===== config.mk =====
export PLATFORM = sky130hd
export DESIGN_NAME = alarm_trigger
export DESIGN_NICKNAME = d
export VERILOG_FILES = /design/src/rtl/clock_pkg.sv /design/src/rtl/bcd_mod_counter.sv /design/src/rtl/alarm_trigger.sv
export SDC_FILE = /design/constraint.sdc
export NUM_CORES = 1
export LEC_CHECK = 0
export CORE_MARGIN = 2
export CORE_UTILIZATION = 56
export DETAILED_ROUTE_END_ITERATION = 7
export GPL_TIMING_DRIVEN = 0
export PLACE_DENSITY = 0.86
export SETUP_SLACK_MARGIN = 0.05
export SLEW_MARGIN = 20
export SYNTH_ARGS = -nofsm -noshare
export SYNTH_HDL_FRONTEND = slang
export SYNTH_SLANG_ARGS = --single-unit

===== constraint.sdc =====
create_clock -name CP_1Hz -period 4.5 [get_ports CP_1Hz]
set_clock_uncertainty 0.15 [all_clocks]
set_input_delay 0.45 -clock CP_1Hz [delete_from_list [all_inputs] [get_ports CP_1Hz]]
set_output_delay 0.45 -clock CP_1Hz [all_outputs]
set_load 0.005 [all_outputs]

===== src/rtl/clock_pkg.sv =====
// rtl/clock_pkg.sv - shared alarm state type, BCD limits and 12-hour conversion
package clock_pkg;

  typedef enum logic [1:0] {
    IDLE    = 2'd0,
    RINGING = 2'd1,
    SNOOZE  = 2'd2
  } alarm_state_t;

  localparam logic [7:0] BCD_HOUR_MAX = 8'h23;
  localparam logic [7:0] BCD_MIN_MAX  = 8'h59;

  // BCD 00-23 hour to binary 1-12 blink count (midnight blinks 12 times)
  function automatic logic [7:0] bcd_to_12h(input logic [7:0] bcd_hour);
    logic [7:0] bin;
    bin = ({4'd0, bcd_hour[7:4]} * 8'd10) + {4'd0, bcd_hour[3:0]};
    if (bin == 8'd0) begin
      return 8'd12;
    end else if (bin > 8'd12) begin
      return bin - 8'd12;
    end
    return bin;
  endfunction

endpackage


===== src/rtl/bcd_mod_counter.sv =====
// rtl/bcd_mod_counter.sv - two-digit BCD register that increments and wraps at MAX
module bcd_mod_counter #(
  parameter logic [7:0] MAX  = 8'h59,
  parameter logic [7:0] INIT = 8'h00
) (
  input  logic       clk,
  input  logic       rst_n,
  input  logic       inc,
  output logic [7:0] value
);

  // Step once per enabled cycle; units roll into tens, MAX rolls to 00
  always_ff @(posedge clk or negedge rst_n) begin
    if (!rst_n) begin
      value <= INIT;
    end else if (inc) begin
      if (value == MAX) begin
        value <= 8'h00;
      end else if (value[3:0] == 4'd9) begin
        value <= {value[7:4] + 4'd1, 4'd0};
      end else begin
        value <= {value[7:4], value[3:0] + 4'd1};
      end
    end
  end

endmodule


===== src/rtl/alarm_trigger.sv =====
// rtl/alarm_trigger.sv - hourly chime and alarm ring/snooze request generator
module alarm_trigger
  import clock_pkg::*;
#(
  parameter int         RING_SECS       = 31,
  parameter int         SNOOZE_SECS     = 300,
  parameter logic [7:0] ALARM_HOUR_INIT = 8'h07,
  parameter logic [7:0] ALARM_MIN_INIT  = 8'h00
) (
  input  logic       CP_1Hz,
  input  logic       _CR,
  input  logic [7:0] hour,
  input  logic [7:0] minute,
  input  logic [7:0] second,
  input  logic       chime_en,
  input  logic       alarm_en,
  input  logic       set_mode,
  input  logic       adj_hour,
  input  logic       adj_min,
  input  logic       stop,
  input  logic       snooze,
  output logic       start_light_hour,
  output logic [7:0] show_hour,
  output logic       start_light_alarm,
  output logic       active_alarm,
  output logic [7:0] alarm_hour,
  output logic [7:0] alarm_min
);

  localparam int RING_W   = $clog2(RING_SECS + 1);
  localparam int SNOOZE_W = $clog2(SNOOZE_SECS + 1);
  localparam logic [RING_W-1:0]   RING_LAST   = RING_W'(RING_SECS - 1);
  localparam logic [SNOOZE_W-1:0] SNOOZE_LAST = SNOOZE_W'(SNOOZE_SECS - 1);

  alarm_state_t          state;
  logic [RING_W-1:0]     ring_cnt;
  logic [SNOOZE_W-1:0]   snooze_cnt;
  logic                  top_of_hour;
  logic                  chime_hit;
  logic                  alarm_match;

  assign top_of_hour = (minute == 8'h00) && (second == 8'h00);
  assign chime_hit   = chime_en && top_of_hour;
  assign alarm_match = (hour == alarm_hour) && (minute == alarm_min) &&
                       (second == 8'h00) && alarm_en && !set_mode;

  bcd_mod_counter #(
    .MAX  (BCD_HOUR_MAX),
    .INIT (ALARM_HOUR_INIT)
  ) u_alarm_hour (
    .clk   (CP_1Hz),
    .rst_n (_CR),
    .inc   (set_mode && adj_hour),
    .value (alarm_hour)
  );

  bcd_mod_counter #(
    .MAX  (BCD_MIN_MAX),
    .INIT (ALARM_MIN_INIT)
  ) u_alarm_min (
    .clk   (CP_1Hz),
    .rst_n (_CR),
    .inc   (set_mode && adj_min),
    .value (alarm_min)
  );

  // Hourly chime: one-cycle request plus a blink count held until the next chime
  always_ff @(posedge CP_1Hz or negedge _CR) begin
    if (!_CR) begin
      start_light_hour <= 1'b0;
      show_hour        <= 8'd12;
    end else begin
      start_light_hour <= chime_hit;
      if (chime_hit) begin
        show_hour <= bcd_to_12h(hour);
      end
    end
  end

  // Ring/snooze sequencer; disarming or editing always wins and parks in IDLE
  always_ff @(posedge CP_1Hz or negedge _CR) begin
    if (!_CR) begin
      state             <= IDLE;
      ring_cnt          <= '0;
      snooze_cnt        <= '0;
      start_light_alarm <= 1'b0;
      active_alarm      <= 1'b0;
    end else begin
      start_light_alarm <= 1'b0;
      if (!alarm_en || set_mode) begin
        state        <= IDLE;
        active_alarm <= 1'b0;
      end else begin
        case (state)
          IDLE: begin
            if (alarm_match) begin
              state             <= RINGING;
              start_light_alarm <= 1'b1;
              active_alarm      <= 1'b1;
              ring_cnt          <= '0;
            end
          end
          RINGING: begin
            if (stop) begin
              state        <= IDLE;
              active_alarm <= 1'b0;
            end else if (snooze) begin
              state        <= SNOOZE;
              active_alarm <= 1'b0;
              snooze_cnt   <= '0;
            end else if (ring_cnt == RING_LAST) begin
              state        <= IDLE;
              active_alarm <= 1'b0;
            end else begin
              ring_cnt <= ring_cnt + RING_W'(1);
            end
          end
          SNOOZE: begin
            if (stop) begin
              state <= IDLE;
            end else if (snooze_cnt == SNOOZE_LAST) begin
              state             <= RINGING;
              start_light_alarm <= 1'b1;
              active_alarm      <= 1'b1;
              ring_cnt          <= '0;
            end else begin
              snooze_cnt <= snooze_cnt + SNOOZE_W'(1);
            end
          end
          default: begin
            state        <= IDLE;
            active_alarm <= 1'b0;
          end
        endcase
      end
    end
  end

endmodule


# ---- After elaboration in Yosys (flattened, before gate mapping)
# Index checks and enable logic that the tools add are counted.
dict set report word_totals {
  inputBits 33
  register_bits 43
  output_inout_bits 27
  wordCells 113
}
dict set report op_classes {
  n_reduce_logical 25
  n_addsub 8
  order_cmp 1
  n_bitwise 1
  mul 1
  muxes 43
  n_eq_ne 23
}
# operator count
set op_table {}
lappend op_table {{$mux 8} 7}
lappend op_table {{$mux 9} 4}
lappend op_table {{$mux 5} 6}
lappend op_table {{$logic_not 8->1} 3}
lappend op_table {{$pmux 9 s2} 1}
lappend op_table {{$add 4x1->4 const B} 4}
lappend op_table {{$eq 8x8->1} 2}
lappend op_table {{$ne 2x2->1 const B} 8}
lappend op_table {{$pmux 5 s3} 1}
lappend op_table {{$mux 1} 14}
lappend op_table {{$mux 2} 7}
lappend op_table {{$add 9x1->9 const B} 1}
lappend op_table {{$eq 9x9->1 const B} 1}
lappend op_table {{$ne 3x3->1 const B} 3}
lappend op_table {{$add 8x4->8} 1}
lappend op_table {{$eq 4x4->1 const B} 2}
lappend op_table {{$eq 8x6->1 const B} 1}
lappend op_table {{$eq 8x7->1 const B} 1}
lappend op_table {{$gt 8x4->1 const B} 1}
lappend op_table {{$logic_and 1x1->1} 8}
lappend op_table {{$reduce_and 8->1} 1}
lappend op_table {{$sub 8x4->8 const B} 1}
lappend op_table {{$mul 4x3->7 const B} 1}
lappend op_table {{$pmux 2 s3} 1}
lappend op_table {{18 further kinds} 22}

# ---- Longest topological paths before layout
# Gate-level depths: netlist (run 1).
dict set report depth {
  word_depth 8
  ltp_mapped 10
  ltp_nobuf 9
}

# ---- By module
# A second synthesis (run 1) with hierarchy kept.
dict set report unflattened {
  cells_unflattened 306
  area_unflattened_um2 2904.0
}
# mod area_each_um2 cells_per_inst seq_area_each_um2 n_inst
set by_module_without_submodules {}
lappend by_module_without_submodules {alarm_trigger 2038.2 227 678.2 1}
lappend by_module_without_submodules {{bcd_mod_counter at u_alarm_min} 442.9 40 200.2 1}
lappend by_module_without_submodules {{bcd_mod_counter at u_alarm_hour} 422.9 39 203.9 1}

# ---- Worst setup path before layout (run 1)
# No wires, ideal clock.
dict set report synth_path {
  kind {input port to flip-flop}
  start {input hour[5]}
  end {register show_hour[5]}
  required_time_ps 4225
  path_stages 10
  slack_ps 1576
  arrival_time_ps 2650
  n_path_buf 1
  setup_time_ps 125
  cell_sequence {ha_1 > ha_1 > fa_1 > clkbuf_1 > nand2_1 > nor2_1 > nor2_1 > a2111oi_0 > o31ai_1 > mux2_2}
}
dict set report synth_via {
  elab_chain_cells 7
  word_cells_on_any_way 11
  cone_classes {add/sub (2); mul (1); order compare (1); mux (6); reduce/logical (1)}
}
# item line
set synth_rtl {}
lappend synth_rtl {{start: declaration} alarm_trigger.sv:12} ;# input logic [7:0] hour,
lappend synth_rtl {{$mul 4x3->7 *} clock_pkg.sv:16} ;# bin = ({4'd0, bcd_hour[7:4]} * 8'd10) + {4'd0, bcd_hour[3:0]};
lappend synth_rtl {{$add 8x4->8 *} clock_pkg.sv:16}
lappend synth_rtl {{$gt 8x4->1} clock_pkg.sv:19} ;# end else if (bin > 8'd12) begin
lappend synth_rtl {{$mux 1} clock_pkg.sv:19}
lappend synth_rtl {{$mux 1} clock_pkg.sv:17} ;# if (bin == 8'd0) begin
lappend synth_rtl {{$mux 1} alarm_trigger.sv:74} ;# if (chime_hit) begin
lappend synth_rtl {{$mux 8 *} clock_pkg.sv:22} ;# return bin;
lappend synth_rtl {{end signal: assignment} alarm_trigger.sv:75} ;# show_hour <= bcd_to_12h(hour);
lappend synth_rtl {{end: declaration} alarm_trigger.sv:23} ;# output logic [7:0] show_hour,
# Every way passes the cells marked *; elsewhere a longest branch is shown, timed or not. The select of a mux whose other input is x is not followed.
# A chain may end at the register's enable or synchronous reset.

# ---- Worst setup path after layout (run 1)
dict set report layout_path {
  start {input hour[7]}
  end {register show_hour[5]}
}
# The elaborated chain is that of the path after synthesis.

==> flow_metrics.tcl, run 1 <==
set metrics [dict create \
    rr_startpoint "u_alarm_hour.value[2]" \
    syn_area_um2 2980 \
    min_path_cells 2 \
    fin_total_pwr_uw 1300 \
    gp_congestion 0.794 \
    drv_cap 0 \
    synth_seq_cells 43 \
    synthAdderAreaFrac_pct 9.74 \
    io_buffers 59 \
    vias 2682 \
    grt_max_degree 29 \
    stdcell_count 470 \
    synthTopCellsByArea "dfrtp_1 32%, ha_1 8.4%, xor2_1 5.6%" \
    postCtsSetupBuffers 0 \
    grt_antenna_before_repair 0 \
    worstSetupPathType "in -> reg" \
    max_freq_ghz 0.279 \
    cts_resized 0 \
    core_area_um2 5110 \
    cp.required_ps 4530 \
    ys_warn_count 0 \
    rsz0062_at_grt "no" \
    clkSinkCount 43 \
    finalCriticalPeriod_ps 3580 \
    nFillCells 390 \
    grt-ovfl-total 0 \
    layout_commonest_cell "clkdlybuf4s50_1" \
    syn_nets 386 \
    io_pins 60 \
    synth_top_cell_by_area "dfrtp_1" \
    synth-compound-area-share_pct 16.7 \
    core.rowCount 26 \
    peakVddDrop_mv 0.315 \
    p_per_area_nw_per_um2 346 \
    synth_mux_area_share_pct 1.76 \
    max-slew-margin-rel_pct 48.0 \
    reg2reg_depth 7 \
    cts-buffers-inserted 5 \
    post-route-period-util_pct 79.6 \
    setup_viol 0 \
    start_util_pct 58.3 \
    htreeDepth 2 \
    ys_types 55 \
    crit_fanout 5 \
    r2r-end "ring_cnt[3]" \
    viasPerCell 5.71 \
    drive_gt1_share_pct 6.50 \
    fin_area_um2 3760 \
    grt_pass1_wl_um 12200 \
    dp_cells 461 \
    hpwl_um 5460 \
    utilization_pct 73.7 \
    die_w_um 76.9 \
    worstSetupStartpointType "primary input" \
    antennaDiodeCount 0 \
    first_pass_iters 4 \
    synth_xor_area_share_pct 9.11 \
    cp.arrival_ps 3610 \
    ys_seq_area_share_pct 36.3 \
    yosys_most_used_dff "dfrtp_1" \
    multiInputGateArea_um2 1800 \
    p_leak_uw 0.00164 \
    post_synth.cell_area_avg_um2 9.00 \
    dr.first_iter.drc_count 133 \
    drv_slew 0 \
    yosys.area_share.simple_pct 23.1 \
    reg2reg_slack_ps 1920 \
    regArea_um2 1080 \
    path_clk_slew_ps 70 \
    drc 0 \
    hp-class "reg -> reg" \
    hold_start "show_hour[0]" \
    synth_top_area_share_pct 31.9 \
    drtAntennaViolNets 0 \
    netlist_instances 331 \
    dieArea_um2 5920 \
    place_area_um2 3670 \
    grt_pass1_vias 2627 \
    finalSetupTns_ps 0 \
    final_cell_mix "58 x clkdlybuf4s50_1, 38 x nand2_1, 38 x dfrtp_1" \
    hold_buffers 1 \
    nNetsFinal 454 \
    ctsRootBufferMaster "clkbuf_8" \
    synth_top_family_by_area "simple AND/OR/NAND/NOR gates" \
    final_hold_viol_count 0 \
    status "completed" \
    clockBufferDepth 2 \
    wl_per_cell_um 14.9 \
    synth-async-reset-ratio_pct 100 \
    areaGrowthSynthToFinish_pct 26.3 \
    die_h_um 76.9 \
    grt_usage_pct 25.6 \
    end_kind "flip-flop" \
    worst_pin_slew_ps 775 \
    clk_latency_ps 290 \
    wirelength_um 7010 \
    synth_edf_count 0 \
    cts_tree "done" \
    min_to "show_hour[0]" \
]
[power by group]
part	switching, µW	internal, µW	leakage [µW]
Combinational	238	273	0.00105
Sequential	104	455	0.000549
Clock	121	110	0.0000395
Total	463	838	0.00164
[routing by layer]
| layer | up-vias | GRT usage [%] | share of wire, % |
|---|---|---|---|
| li1 | 1325 | - | - |
| met1 | 1271 | 33.3 | 46 |
| met2 | 76 | 42.2 | 47 |
| met3 | 10 | 6.00 | 5.8 |
| met4 | 0 | 8.36 | 1.4 |
| met5 | - | 0 | 0 |
[cells in the mapped netlist (all sizes together) (2+ instances only)]
library cell	number
dfrtp	38
nand2	38
o21ai	35
nor2	22
ha	20
inv	20
xor2	19
nor3	12
xnor2	12
a21oi	10
nand3	8
nand4	7
nor4	7
o31ai	7
or3	6
or4	6
a21o	5
dfstp	5
nand2b	5
a22o	4
clkbuf	4
and3	3
mux2i	3
nor2b	3
o21a	3
fa	2
mux2	2
nand3b	2
nor4b	2
o22ai	2
o31a	2
[cells by family after synthesis]
family / count (synthesis)
flops: 43
xor+xnor: 31
simple gates: 128
mux: 5
fa+ha+maj: 22
compound gates: 77
buf+inv: 25
[how the worst max path moves through the flow]
| stage | from | to | slack [ps] | cells past startpoint |
|---|---|---|---|---|
| 6_report | hour[7] | show_hour[5] | 920 | 11 |
| 3_3_place_gp | hour[7] | show_hour[5] | 750 | 11 |
| 5_1_grt | hour[7] | show_hour[5] | 720 | 11 |
| 4_1_cts | hour[5] | show_hour[5] | 1000 | 11 |
| 2_1_floorplan | hour[5] | show_hour[5] | 1580 | 10 |
| 3_5_place_dp | hour[5] | show_hour[2] | 700 | 10 |
[state kept, by name, indices dropped and copies added, names as in the netlist]
| name | cells |
|---|---|
| start_light_hour | 1 |
| ring_cnt | 5 |
| u_alarm_min.value | 8 |
| snooze_cnt | 9 |
| u_alarm_hour.value | 8 |
| active_alarm | 1 |
| start_light_alarm | 1 |
| show_hour | 8 |
| state | 2 |
[critical path, stage by stage]
cell	delay [ps]
clkdlybuf4s50_1	620
ha_1	290
ha_1	230
fa_1	480
clkbuf_1	260
nand2_1	140
nor2_1	230
nor2_1	100
a2111oi_0	410
o31ai_1	120
mux2_2	280
[per-stage QoR]
stage | hold slack, ps | setup slack (ps)
global route | 367 | 725
detailed placement | 249 | 699
CTS | 323 | 998
floorplan | 4.41 | 1580
finish | 320 | 919
global placement | 300 | 752
[area by class of cell]
class,instances,area share [%]
Multi-Input combinational cell,263,47.9
Sequential cell,43,28.8
Timing Repair Buffer,61,16.4
Tap cell,70,2.33
Clock buffer,8,2.13
Inverter,20,2.00
Buffer,5,0.532
No activity file was read; power rests on OpenSTA's default activity.
==> inputs of run 2 (changes only) <==
--- a/config.mk
+++ b/config.mk
@@ -6,10 +6,10 @@
 export NUM_CORES = 1
 export LEC_CHECK = 0
 export CORE_MARGIN = 2
-export CORE_UTILIZATION = 56
+export CORE_UTILIZATION = 52
 export DETAILED_ROUTE_END_ITERATION = 7
 export GPL_TIMING_DRIVEN = 0
-export PLACE_DENSITY = 0.86
+export PLACE_DENSITY = 0.81
 export SETUP_SLACK_MARGIN = 0.05
 export SLEW_MARGIN = 20
 export SYNTH_ARGS = -nofsm -noshare
==> constraint.sdc (replaced) <==
create_clock -name CP_1Hz -period 3.6 [get_ports CP_1Hz]
set_clock_uncertainty 0.15 [all_clocks]
set_input_delay 0.36 -clock CP_1Hz [delete_from_list [all_inputs] [get_ports CP_1Hz]]
set_output_delay 0.36 -clock CP_1Hz [all_outputs]
set_load 0.005 [all_outputs]
==> run 2 against run 1 <==
  * Via count up 0.71%
  * Power up 28%
  * Combinational power up 25%
  * Wire length down 1.8%
  * Critical endpoint unchanged
  * Critical path depth unchanged
  * Cell count up 0.43%
  * First-iteration DRC count up 33%
  * Register-to-register slack worse by 860 ps
  * Largest power group unchanged
==> flow_metrics.tcl, run 2 (synthesis results as in run 1) <==
set metrics [dict create \
    path_cells "clkdlybuf4s50_1 -> ha_1 -> ha_1 -> fa_1 -> clkbuf_1 -> nand2_1 -> nor2_1 -> nor2_1 -> a2111oi_0 -> o31ai_1 -> mux2_2" \
    wl_per_cell_um 14.6 \
    drc 0 \
    max-slew-margin-rel_pct 47.9 \
    fin_area_um2 3780 \
    core.rowCount 27 \
    post-route-period-util_pct 95.9 \
    finalWorstSetupSlack_ps 149 \
    drv_cap 0 \
    end_kind "flip-flop" \
    grt-ovfl-total 0 \
    core_area_um2 5510 \
    reg2reg_depth 7 \
    grt_antenna_before_repair 0 \
    die_h_um 79.7 \
    htreeDepth 2 \
    cp-endpoint "show_hour[5]" \
    startpoint "hour[7]" \
    grt_usage_pct 23.5 \
    cts_tree "done" \
    die_w_um 79.7 \
    start_util_pct 54.1 \
    drtAntennaViolNets 0 \
    clk_latency_ps 300 \
    path_clk_slew_ps 80 \
    status "completed" \
    clkSinkCount 43 \
    r2r-end "ring_cnt[3]" \
    hold_start "show_hour[0]" \
    dieArea_um2 6350 \
    final_cell_mix "58 x clkdlybuf4s50_1, 38 x nand2_1, 38 x dfrtp_1" \
    grt_max_degree 27 \
    peakVddDrop_mv 0.355 \
    cp.required_ps 3640 \
    grt_pass1_wl_um 11900 \
    crit_fanout 5 \
    io_buffers 59 \
    viasPerCell 5.72 \
    p_per_area_nw_per_um2 438 \
    finalCriticalPeriod_ps 3450 \
    ctsRootBufferMaster "clkbuf_8" \
    final_hold_viol_count 0 \
    wirelength_um 6880 \
    worst_pin_slew_ps 776 \
    clockBufferDepth 2 \
    worstSetupPathType "in -> reg" \
    max_freq_ghz 0.290 \
    cp.arrival_ps 3490 \
    rr_startpoint "u_alarm_hour.value[2]" \
    grt_pass1_vias 2629 \
    slowest_delay_ps 650 \
    layout_commonest_cell "clkdlybuf4s50_1" \
    place_area_um2 3670 \
    rsz0062_at_grt "no" \
    reg2reg_slack_ps 1060 \
    nNetsFinal 454 \
    hp-class "reg -> reg" \
    setup_viol 0 \
    vias 2701 \
    critPathSlowestCell "clkdlybuf4s50_1" \
    first_pass_iters 4 \
    preCtsSetupSlack_ps -195 \
    areaGrowthSynthToFinish_pct 27.0 \
    dr.first_iter.drc_count 177 \
    antennaDiodeCount 0 \
    p_leak_uw 0.00165 \
    drive_gt1_share_pct 7.25 \
    hpwl_um 5390 \
    drv_slew 0 \
    cts-buffers-inserted 5 \
    io_pins 60 \
    largest_register_ffs 9 \
    worstSetupStartpointType "primary input" \
    gp_congestion 0.841 \
    nFillCells 444 \
    regMostFlops "snooze_cnt" \
]
[run 2: changes by cell type in the layout (fill, tap and decap cells not counted)]
cell and change:
clkinv_2 +1, clkbuf_1 -2, o21ai_0 -1, xnor2_2 +1, clkbuf_8 +1, xnor2_1 -1
o21ai_1 +1
[run 2: cell type report]
cell class                      count  area, µm²  share of cell area [%]
Timing Repair Buffer               61        616                    16.3
Sequential cell                    43       1080                    28.6
Clock buffer                        7       86.3                    2.28
Tap cell                           72       90.1                    2.38
Clock inverter                      1       5.00                   0.132
Multi-Input combinational cell    263       1810                    47.8
Buffer                              5       20.0                   0.529
Inverter                           20       75.1                    1.98
[run 2: how the worst min path moves through the flow]
stage / cells past startpoint / endpoint / slack, ps
final: 2 / show_hour[0] / 320
after floorplan: 0 / active_alarm / -90
after global placement: 2 / show_hour[0] / 300
after CTS: 2 / show_hour[0] / 320
after detailed placement: 1 / ring_cnt[3] / 190
after global routing: 2 / show_hour[0] / 350
[run 2: metrics by stage]
step	utilization (%)	power, µW	cells	hold WS [ps]	TNS, ps
floorplan	-	1040	331	-85.6	0
global placement	66.5	1320	462	301	-130
detailed placement	66.7	1340	463	186	-618
CTS	68.6	1670	472	324	0
global route	68.7	1790	472	346	0
finish	68.7	1660	472	321	0
[run 2: routing by layer]
layer / track usage (%) / up-vias / share of wire (%) / wire length [µm]
met2: 39.8 / 77 / 48 / 3310
li1: - / 1324 / - / -
met3: 3.73 / 10 / 5.3 / 364
met1: 31.2 / 1290 / 45 / 3100
met4: 6.55 / 0 / 1.5 / 106
met5: 0 / - / 0 / 0
[run 2: what timing repair did]
| item | 4_1_cts | 5_1_grt |
|---|---|---|
| hold buffers | 1 | 0 |
| setup buffers | 0 | 0 |
| hold endpoints to repair | 16 | 0 |
| resized for setup | 0 | 2 |
| setup endpoints to repair | 0 | 4 |
[run 2: critical path: cells and delay by family]
kind | cells | cell delay (ps)
adder cells (fa/ha/maj) | 3 | 1000
multiplexers | 1 | 280
buffers and inverters | 2 | 900
AND/OR/NAND/NOR | 3 | 410
AO/OA/AOI/OAI | 2 | 530
[run 2: power breakdown]
part           switching (µW)  internal (µW)  leakage [µW]  total (µW)
logic                     295            341       0.00105         636
clock network             166            155     0.0000482         321
registers                 134            568      0.000549         702
total                     594           1060       0.00165        1660
